[config.mk]
export PLATFORM = sky130hd
export DESIGN_NAME = ro_scan_counter
export DESIGN_NICKNAME = d
export VERILOG_FILES = /design/src/rtl/ro_scan_counter.sv
export SDC_FILE = /design/constraint.sdc
export NUM_CORES = 1
export LEC_CHECK = 0
export ABC_AREA = 0
export CORE_MARGIN = 2
export CORE_UTILIZATION = 25
export CTS_CLUSTER_SIZE = 8
export DETAILED_ROUTE_END_ITERATION = 6
export PLACE_DENSITY = 0.53
export SLEW_MARGIN = 15
export SYNTH_ARGS = -nofsm -noshare
export SYNTH_HDL_FRONTEND = slang
export SYNTH_SLANG_ARGS = --single-unit
export TNS_END_PERCENT = 50
[constraint.sdc]
create_clock -name i_clk -period 3.25 [get_ports i_clk]
set_input_delay 0.4875 -clock i_clk [delete_from_list [all_inputs] [get_ports i_clk]]
set_output_delay 0.4875 -clock i_clk [all_outputs]
set_load 0.1 [all_outputs]
[src/rtl/ro_scan_counter.sv]
// Ring-oscillator scan: steps the 16:1 mux through enabled channels, counts RO edges per window,
// results leave over VALID/READY (scan stalls in HOLD until taken). Build with RO_CNT_SAT_EN for saturating counters.
module ro_scan_counter #(
    parameter int CNT_W      = 16,
    parameter int WIN_W      = 16,
    parameter int SETTLE_CYC = 4
) (
    input  logic             i_clk,
    input  logic             i_rst_n,
    input  logic             i_start,
    input  logic [15:0]      i_ch_mask,
    input  logic [WIN_W-1:0] i_win_len,
    input  logic             i_ro_out,
    output logic [3:0]       o_s,
    output logic             o_en_ro,
    output logic             o_busy,
    output logic             o_data_valid,
    input  logic             i_data_ready,
    output logic [3:0]       o_data_ch,
    output logic [CNT_W-1:0] o_data_cnt,
    output logic             o_data_ovf,
    output logic             o_done
);

    localparam int ST_W = (SETTLE_CYC > 1) ? $clog2(SETTLE_CYC) : 1;
    localparam logic [ST_W-1:0] SETTLE_LAST = ST_W'(SETTLE_CYC - 1);

    typedef enum logic [2:0] {
        ST_IDLE,
        ST_SETTLE,
        ST_COUNT,
        ST_HOLD,
        ST_FINISH
    } state_t;

    state_t            r_state;
    logic [15:0]       r_mask;
    logic [WIN_W-1:0]  r_win;
    logic [WIN_W-1:0]  r_win_cnt;
    logic [ST_W-1:0]   r_settle_cnt;
    logic [CNT_W-1:0]  r_cnt;
    logic              r_ovf;
    logic              r_sync1, r_sync2, r_sync3;
    logic [3:0]        r_s;
    logic              r_en_ro;
    logic              r_busy;
    logic              r_data_valid;
    logic [3:0]        r_data_ch;
    logic [CNT_W-1:0]  r_data_cnt;
    logic              r_data_ovf;
    logic              r_done;

    logic              w_edge;
    logic              w_first_vld;
    logic [3:0]        w_first_idx;
    logic              w_next_vld;
    logic [3:0]        w_next_idx;
    logic [WIN_W-1:0]  w_win_last;
    logic [CNT_W-1:0]  w_cnt_nxt;
    logic              w_ovf_nxt;

    assign w_edge     = r_sync2 & ~r_sync3;
    assign w_win_last = (r_win == '0) ? '0 : r_win - WIN_W'(1);

    // Descending loops so the lowest qualifying index wins.
    always_comb begin
        w_first_vld = 1'b0;
        w_first_idx = 4'd0;
        w_next_vld  = 1'b0;
        w_next_idx  = 4'd0;
        for (int i = 15; i >= 0; i--) begin
            if (i_ch_mask[i]) begin
                w_first_vld = 1'b1;
                w_first_idx = 4'(i);
            end
            if (r_mask[i] && (i > int'(r_s))) begin
                w_next_vld = 1'b1;
                w_next_idx = 4'(i);
            end
        end
    end

`ifdef RO_CNT_SAT_EN
    always_comb begin
        w_cnt_nxt = r_cnt;
        w_ovf_nxt = r_ovf;
        if (w_edge) begin
            if (&r_cnt) begin
                w_ovf_nxt = 1'b1;
            end else begin
                w_cnt_nxt = r_cnt + CNT_W'(1);
            end
        end
    end
`else
    logic [CNT_W:0] w_sum;
    assign w_sum     = {1'b0, r_cnt} + {{CNT_W{1'b0}}, w_edge};
    assign w_cnt_nxt = w_sum[CNT_W-1:0];
    assign w_ovf_nxt = r_ovf | w_sum[CNT_W];
`endif

    // RO_OUT is asynchronous; two flops resolve metastability, the third gives the edge.
    always_ff @(posedge i_clk or negedge i_rst_n) begin
        if (!i_rst_n) begin
            r_sync1 <= 1'b0;
            r_sync2 <= 1'b0;
            r_sync3 <= 1'b0;
        end else begin
            r_sync1 <= i_ro_out;
            r_sync2 <= r_sync1;
            r_sync3 <= r_sync2;
        end
    end

    always_ff @(posedge i_clk or negedge i_rst_n) begin
        if (!i_rst_n) begin
            r_state      <= ST_IDLE;
            r_mask       <= '0;
            r_win        <= '0;
            r_win_cnt    <= '0;
            r_settle_cnt <= '0;
            r_cnt        <= '0;
            r_ovf        <= 1'b0;
            r_s          <= 4'd0;
            r_en_ro      <= 1'b0;
            r_busy       <= 1'b0;
            r_data_valid <= 1'b0;
            r_data_ch    <= 4'd0;
            r_data_cnt   <= '0;
            r_data_ovf   <= 1'b0;
            r_done       <= 1'b0;
        end else begin
            r_done <= 1'b0;
            case (r_state)
                ST_IDLE: begin
                    if (i_start) begin
                        r_mask <= i_ch_mask;
                        r_win  <= i_win_len;
                        r_busy <= 1'b1;
                        if (w_first_vld) begin
                            r_s          <= w_first_idx;
                            r_en_ro      <= 1'b1;
                            r_settle_cnt <= '0;
                            r_state      <= ST_SETTLE;
                        end else begin
                            r_state <= ST_FINISH;
                        end
                    end
                end
                ST_SETTLE: begin
                    r_cnt     <= '0;
                    r_ovf     <= 1'b0;
                    r_win_cnt <= '0;
                    if (r_settle_cnt == SETTLE_LAST) begin
                        r_state <= ST_COUNT;
                    end else begin
                        r_settle_cnt <= r_settle_cnt + ST_W'(1);
                    end
                end
                ST_COUNT: begin
                    r_cnt     <= w_cnt_nxt;
                    r_ovf     <= w_ovf_nxt;
                    r_win_cnt <= r_win_cnt + WIN_W'(1);
                    if (r_win_cnt == w_win_last) begin
                        r_state      <= ST_HOLD;
                        r_en_ro      <= 1'b0;
                        r_data_valid <= 1'b1;
                        r_data_ch    <= r_s;
                        r_data_cnt   <= w_cnt_nxt;
                        r_data_ovf   <= w_ovf_nxt;
                    end
                end
                ST_HOLD: begin
                    if (i_data_ready) begin
                        r_data_valid <= 1'b0;
                        if (w_next_vld) begin
                            r_s          <= w_next_idx;
                            r_en_ro      <= 1'b1;
                            r_settle_cnt <= '0;
                            r_state      <= ST_SETTLE;
                        end else begin
                            r_state <= ST_FINISH;
                        end
                    end
                end
                ST_FINISH: begin
                    r_done  <= 1'b1;
                    r_busy  <= 1'b0;
                    r_s     <= 4'd0;
                    r_state <= ST_IDLE;
                end
                default: r_state <= ST_IDLE;
            endcase
        end
    end

    assign o_s          = r_s;
    assign o_en_ro      = r_en_ro;
    assign o_busy       = r_busy;
    assign o_data_valid = r_data_valid;
    assign o_data_ch    = r_data_ch;
    assign o_data_cnt   = r_data_cnt;
    assign o_data_ovf   = r_data_ovf;
    assign o_done       = r_done;

endmodule

Word level (Yosys, flattened, before mapping)
Index checks and enable logic that the tools add are counted.

Output and inout port bits: 29. Input bits: 37. Bits in registers: 102.

Reductions and logical operators: 31. Bitwise logic cells: 3. Magnitude comparators: 15. $add $sub $neg: 4. Equality and inequality tests: 13. Multiplexer cells: 96.

Operators by type and width (count): $mux W4 (35); $pmux W16 S2 (2); $mux W1 (40); $gt A4 B4 Y1 const A (8); $mux W3 (6); $add A16 B1 Y17 (1); $add A16 B1 Y16 const B (1); $eq A16 B16 Y1 (1); $gt A3 B4 Y1 const A (4); $logic_not A16 Y1 (1); $mux W16 (1); $sub A16 B1 Y16 const B (1); $logic_and A1 B1 Y1 (15); $ne A2 B2 Y1 const B (7); $pmux W3 S4 (1); $pmux W4 S3 (1); $reduce_and A6 Y1 (2); $mux W2 (5); $reduce_bool A3 Y1 (3); $gt A2 B4 Y1 const A (2); $eq A3 B2 Y1 const B (2); $pmux W1 S2 (3); $pmux W2 S3 (1); $reduce_and A2 Y1 (3); 14 further kinds (16).

Depth between registers and ports, before layout
Gate-level depths: netlist of the first run.

Word-level depth: 20. Mapped depth: 13. Mapped depth without buffers: 10.

Least setup slack after synthesis of the first run
OpenSTA, ideal clock, no wires.

Path kind: register -> register. From: register r_win[2]. To: register r_data_ch[3] (netlist: o_data_ch[3]). Setup slack: 0.095 ns. Required time: 3.125 ns. Clock period less this slack: 3.155 ns. Arrival time: 3.030 ns. Cell stages (with the launch flop): 12. Library setup time: 0.125 ns. Path through: dfrtp_1 -> buf_6 -> nor4_4 -> nand2_4 -> o31a_1 -> or3_1 -> a22oi_2 -> nand4_1 -> or4b_1 -> buf_6 -> buf_12 -> mux2_4.

Longest elaborated chain between the ends: 4. Elaborated cells between the ends (all ways): 5.

RTL lines: start, declared (RTL line 38) `logic [WIN_W-1:0] r_win;`; start signal, assigned (RTL line 138) `r_win <= i_win_len;`; $sub A16 B1 Y16 or $logic_not A16 Y1 (tied branches) (RTL line 63) `assign w_win_last = (r_win == '0) ? '0 : r_win - WIN_W'(1);`; $mux W16 (*) (RTL line 63); $eq A16 B16 Y1 (*) (RTL line 164) `if (r_win_cnt == w_win_last) begin`; $reduce_and A2 Y1 (no source line) (*); end signal, assigned (RTL line 168) `r_data_ch <= r_s;`; end, declared (RTL line 48) `logic [3:0] r_data_ch;`.

Every way passes the cells marked *; elsewhere a longest branch is shown, timed or not. A chain may end at the register's enable or synchronous reset.

Worst setup path after layout of the first run
From: register r_win[3]. To: register r_data_ch[0] (netlist: o_data_ch[0]).

The elaborated chain is that of the path after synthesis.

==> metrics.txt, run 1 <==
Post-Syn Instances 614; CP max-delay cell or4b_1; area delta synth->final 22.14%; PwrDens 729.7 nW/µm²; fmax 322.0 MHz; dpl cell area 6912 µm²; Reg2Reg Depth 9; biggest area consumer among synthesized cells dfrtp_1; CTS H-Tree Depth 3; CP startpoint r_win[3]; Async S/R FF share, synth 100.0%; core area 23330 µm²; post-synth top area share 42.81%; Final Setup Violations 0; Die Wd 157.7 µm; clock slew at reported path FFs 70 ps; most common cell in the netlist dfrtp_1; Starting DRT DRC Count 379; TNS Setup 0 ps; Setup Skew 15.56 ps; Initial Utilization 25.31%; total number of vias 4745; ANT nets after route 0; simple-gate portion of the synthesized area 19.35%; period utilization 95.56%; Tmin final 3106 ps; Num CTS Buffers 9; first-pass GRT wire length 23960 µm; clock root cell clkbuf_16; Syn. warnings 0; Compound-Gate Fraction of Synth Area 16.21%; Hold Buf Count CTS 0; Final nets 719; routed length per instance 14.56 µm; fraction of layout cells with a size suffix above 1 19.06%; met3 usage in global routing 2.299%; setup bufs post-CTS 0; kind of critical path reg -> reg; Overall Global Routing Usage 12.13%; maximum vdd drop 0.3379 mV; max-cap violations 0; Routed WL 14580 µm; met1 Usage GRT 17.89%; Die ar. 24860 µm²; Yosys cell types 67; largest net degree at the start of global routing 54; Post-synth top flop dfrtp_1; CTS tree done; outcome finished, violations left; Die Ht 157.7 µm; routability cong. 0.8325; RSZ-0062 raised after global routing false; CP Data Arrival Time 3340 ps; register area share after synthesis 42.81%; post-route cell area 7212 µm²; Slew HR 34.06%; critical path capture point type flop; diode count 0; CP max FO 22; GRT met2 Usage 17.93%; Top Usage Layer GRT met2; WP buf/inv 1; std cell rows 56; drt via density 4.740; DRC viols 2; crit-path max cell delay 590 ps; #FFs+latches synth 101; worst path cell trace nor4_4 -> nand2_4 -> o31a_1 -> or3_1 -> a22oi_2 -> nand4_1 -> or4b_1 -> buf_12 -> mux2_4; Detailed Routing Iterations Pass 1 7; clk sinks 101; WP data required 3480 ps; IO Count 66; leakage 3.091 nW; # resized after CTS 0; Crit path max-delay family simple AND/OR/NAND/NOR gates; Hold Vio Cnt, Final 0; Syn Nets 656; failing checks design-rule violations; initial antenna violation count 0; internal reg-to-reg setup slack 140 ps; Synth top cells by count dfrtp_1 (101), o21ai_0 (59), nand2_1 (51); Post-Syn Area 5904 µm²; clock latency on the worst-skew pair 360 ps; Hold WC Path Type in -> async; worst r2r src r_win[3]; largest family of logic cells by synthesized area simple AND/OR/NAND/NOR gates; GRT overflow 0; top cells by area, synth dfrtp_1 (43%), mux2_2 (6.7%), o21ai_0 (5.0%); vias in the first global route 4467; FF-to-FF End o_data_ch[0]; Post-Synth Adder-Cell Area 1.060%; I/O Buffers 65; Worst-Margin Slew 986.0 ps; multiplexer share of the synthesized area 12.02%; Worst setup SP type flop; EDFF count, synth 0; clk buf depth 2; xor/xnor share of the synthesized area 4.259%; DP Wirelength 10550 µm; Final Max Slew Viols 0; syn_area_per_cell 9.616 µm²
==> worst max-delay path by stage <==
stage / end / depth (start not counted)
after floorplan: o_data_ch[3] / 11
after global placement: o_data_cnt[3] / 9
after detailed placement: o_data_cnt[9] / 9
after CTS: o_data_ch[0] / 9
after global routing: o_data_ch[0] / 9
final: o_data_ch[0] / 9
==> cell usage in the layout, fill, tap and decap left out, types with 17 or more instances in the layout <==
cell	netlist	routed
a21oi_1	21	20
o21ai_0	59	58
dfrtp_1	101	98
nand2_1	51	51
clkdlybuf4s50_1	0	45
mux2_4	19	19
nand3_1	30	30
buf_4	0	42
inv_1	17	17
nor2_1	46	46
mux2_2	35	35
==> per-stage QoR <==
step                cells  total power, mW  hold slack (ps)  setup slack, ps  utilization, %
floorplan             614            3.557            191.9            94.84               -
global placement      985            4.193            338.0            143.0           29.62
detailed placement    985            4.212            337.9            90.49           29.62
CTS                  1001            5.308            193.3            81.72           30.83
global route         1001            5.658            228.4            17.87           30.91
finish               1001            5.263            175.1            144.3           30.91
==> where the power goes <==
group	internal [mW]	total (mW)	switching, mW
combinational	0.996	2.27	1.28
sequential	1.54	1.93	0.391
clock	0.547	1.06	0.509
total	3.08	5.26	2.18
==> area by class of cell <==
class | instances | area (µm²)
fillers | 2457 | 16120
multi-input cells | 459 | 3146
flip-flops and latches | 101 | 2531
repair buffers | 88 | 785.8
well taps | 319 | 399.1
clock buffers | 10 | 239.0
inverters | 18 | 67.56
clock inverters | 6 | 43.79
==> cells by family (layout without fill, tap and decap cells) <==
family / after synthesis / in the layout
AO/OA/AOI/OAI: 150 / 150
XOR/XNOR: 27 / 27
adder cells (fa/ha/maj): 5 / 5
buffers and inverters: 54 / 122
flip-flops: 101 / 101
multiplexers: 57 / 57
AND/OR/NAND/NOR: 220 / 220
==> state kept, by name (all words and copies together), names as in the netlist, 2 cells and up <==
| signal | flops |
|---|---|
| o_data_cnt | 16 |
| r_cnt | 16 |
| r_win | 16 |
| r_win_cnt | 16 |
| r_mask | 15 |
| o_data_ch | 4 |
| o_s | 4 |
| r_state | 3 |
| r_settle_cnt | 2 |
==> routing by layer <==
layer,share of wire [%],up-vias
li1,-,2360
met1,52,2277
met2,44,93
met3,3.4,15
met4,1.2,0
met5,0,-
Power figures use the tool's default switching activity.
==> run 2: changes to the inputs <==
--- a/config.mk
+++ b/config.mk
@@ -8,6 +8,7 @@
 export ABC_AREA = 0
 export CORE_MARGIN = 2
 export CORE_UTILIZATION = 25
+export CTS_CLUSTER_DIAMETER = 200
 export CTS_CLUSTER_SIZE = 8
 export DETAILED_ROUTE_END_ITERATION = 6
 export PLACE_DENSITY = 0.53
@@ -15,4 +16,4 @@
 export SYNTH_ARGS = -nofsm -noshare
 export SYNTH_HDL_FRONTEND = slang
 export SYNTH_SLANG_ARGS = --single-unit
-export TNS_END_PERCENT = 50
+export TNS_END_PERCENT = 10
==> results of run 2 <==
Same layout as run 1: the final DEF is identical, and so are final timing and power.
==> run 3: changes to the inputs <==
--- a/config.mk
+++ b/config.mk
@@ -6,12 +6,14 @@
 export NUM_CORES = 1
 export LEC_CHECK = 0
 export ABC_AREA = 0
-export CORE_MARGIN = 2
+export CORE_MARGIN = 8
 export CORE_UTILIZATION = 25
+export CTS_BUF_LIST = sky130_fd_sc_hd__clkbuf_8
 export CTS_CLUSTER_DIAMETER = 200
 export CTS_CLUSTER_SIZE = 8
 export DETAILED_ROUTE_END_ITERATION = 6
 export PLACE_DENSITY = 0.53
+export SETUP_SLACK_MARGIN = 0.4
 export SLEW_MARGIN = 15
 export SYNTH_ARGS = -nofsm -noshare
 export SYNTH_HDL_FRONTEND = slang
==> run 3 against run 2 <==
Effect of this change:
- the flow now finishes without violations
- combinational power is essentially flat
- routed wire length increased by 2.8%
- die area grew 16%
- via count about the same
- critical path depth unchanged
- largest power group unchanged
- highest routed layer unchanged
==> metrics.txt, run 3 (synthesis results as in run 1) <==
Worst setup SP type flop; max-cap violations 0; Overall Global Routing Usage 10.44%; GRT overflow 0; FILL cells 2435; routed length per instance 14.92 µm; period utilization 93.01%; largest net degree at the start of global routing 60; clock group share of total power 16.4%; CTS H-Tree Depth 3; footprint of the multi-input gates 3179 µm²; TNS Setup 0 ps; std cell rows 56; Logic pwr share 45.2%; kind of critical path reg -> reg; CP max-delay cell or4b_4; Routed WL 14990 µm; WP buf/inv 1; clock root cell clkbuf_8; area delta synth->final 22.00%; final core utilization 30.87%; Num CTS Buffers 9; critical path capture point type flop; diode count 0; CP Data Arrival Time 3300 ps; total number of vias 4748; fmax 330.8 MHz; Hold WC Path Type in -> async; Die Wd 169.7 µm; Final Setup Violations 0; initial antenna violation count 0; Cell Int Power 2.864 mW; DP Wirelength 10950 µm; Setup Skew 15.11 ps; maximum vdd drop 0.3063 mV; PwrDens 705.3 nW/µm²; drt via density 4.724; Worst-Margin Slew 978.0 ps; CP max FO 22; commonest non-fill, non-tap cells in the layout dfrtp_1 (98), o21ai_0 (58), nand2_1 (50); register share of total power 38.4%; Sw Pwr 2.217 mW; dpl cell area 6918 µm²; first-pass GRT wire length 24250 µm; crit-path max cell delay 520 ps; clock slew at reported path FFs 120 ps; core area 23330 µm²; ANT nets after route 0; Initial Utilization 25.31%; Crit path max-delay family simple AND/OR/NAND/NOR gates; Starting DRT DRC Count 311; Hold Vio Cnt, Final 0; clk buf depth 2; leakage 3.087 nW; dpl cells 984; Die ar. 28790 µm²; fraction of layout cells with a size suffix above 1 20.70%; outcome completed; IO Count 66; RSZ-0062 raised after global routing true; Die Ht 169.7 µm; clk sinks 101; vias in the first global route 4578; Non-Filler Instances 1005; I/O Buffers 65; Detailed Routing Iterations Pass 1 4; post-route cell area 7203 µm²; worst path cell trace nor4_4 -> nand2_2 -> o31a_1 -> or3_1 -> a22oi_2 -> nand4_1 -> or4b_4 -> buf_12 -> mux2_4; Final nets 723; Slew HR 34.60%; clock latency on the worst-skew pair 400 ps; CTS tree done; commonest non-fill, non-tap cell in the layout dfrtp_1; Final Max Slew Viols 0; register area 2531 µm²; routability cong. 0.8137; DRC viols 0; internal reg-to-reg setup slack 230 ps; Sw Share 43.63%; WP data required 3530 ps; WHS 142.3 ps; Tmin final 3023 ps
==> run 3: power groups by stage <==
stage / Sequential, mW / Clock (mW) / Combinational, mW
final: 1.95 / 0.832 / 2.30
after global routing: 2.01 / 0.923 / 2.53
after CTS: 1.95 / 0.878 / 2.29
after detailed placement: 1.97 / 0 / 2.26
after global placement: 1.96 / 0 / 2.24
after floorplan: 1.97 / 0 / 1.60
==> run 3: cell type report <==
type	count	area share, %
sequential	101	35.14
clock inverter	7	1.129
timing repair buffer	92	11.39
multi-input combinational	459	44.14
clock buffer	9	1.720
tap	319	5.541
inverter	18	0.9380
==> run 3: per-stage QoR <==
stage / setup WS [ps] / power, mW
6_report: 227.2 / 5.081
3_3_place_gp: 179.4 / 4.204
3_5_place_dp: 157.2 / 4.229
4_1_cts: 225.1 / 5.115
2_1_floorplan: 217.9 / 3.577
5_1_grt: 132.7 / 5.462
==> run 3: final timing paths <==
kind / to / start / depth (start not counted)
worst max-delay path: o_data_ch[2] / r_win[9] / 9
worst min-delay path: o_data_cnt[4] / i_rst_n / 1
worst max register to register: o_data_ch[2] / r_win[9] / 9
worst min register to register: r_sync2 / r_sync1 / 0
max in group asynchronous: r_win[3] / i_rst_n / 2
min in group i_clk: r_sync2 / r_sync1 / 0
==> run 3: per-layer routing <==
layer,wire length (µm),global-route usage (%)
met4,218,3.040
met1,7525,14.33
met5,0,0
met2,6544,15.76
met3,703,2.815
==> run 3: what timing repair did <==
item / in CTS / in global routing
setup endpoints to repair: 21 / 29
resized for setup: 7 / 5
setup buffers: 3 / 2
hold buffers: 0 / 0
pin swaps: 2 / 2
endpoints found under the hold margin: 0 / 0
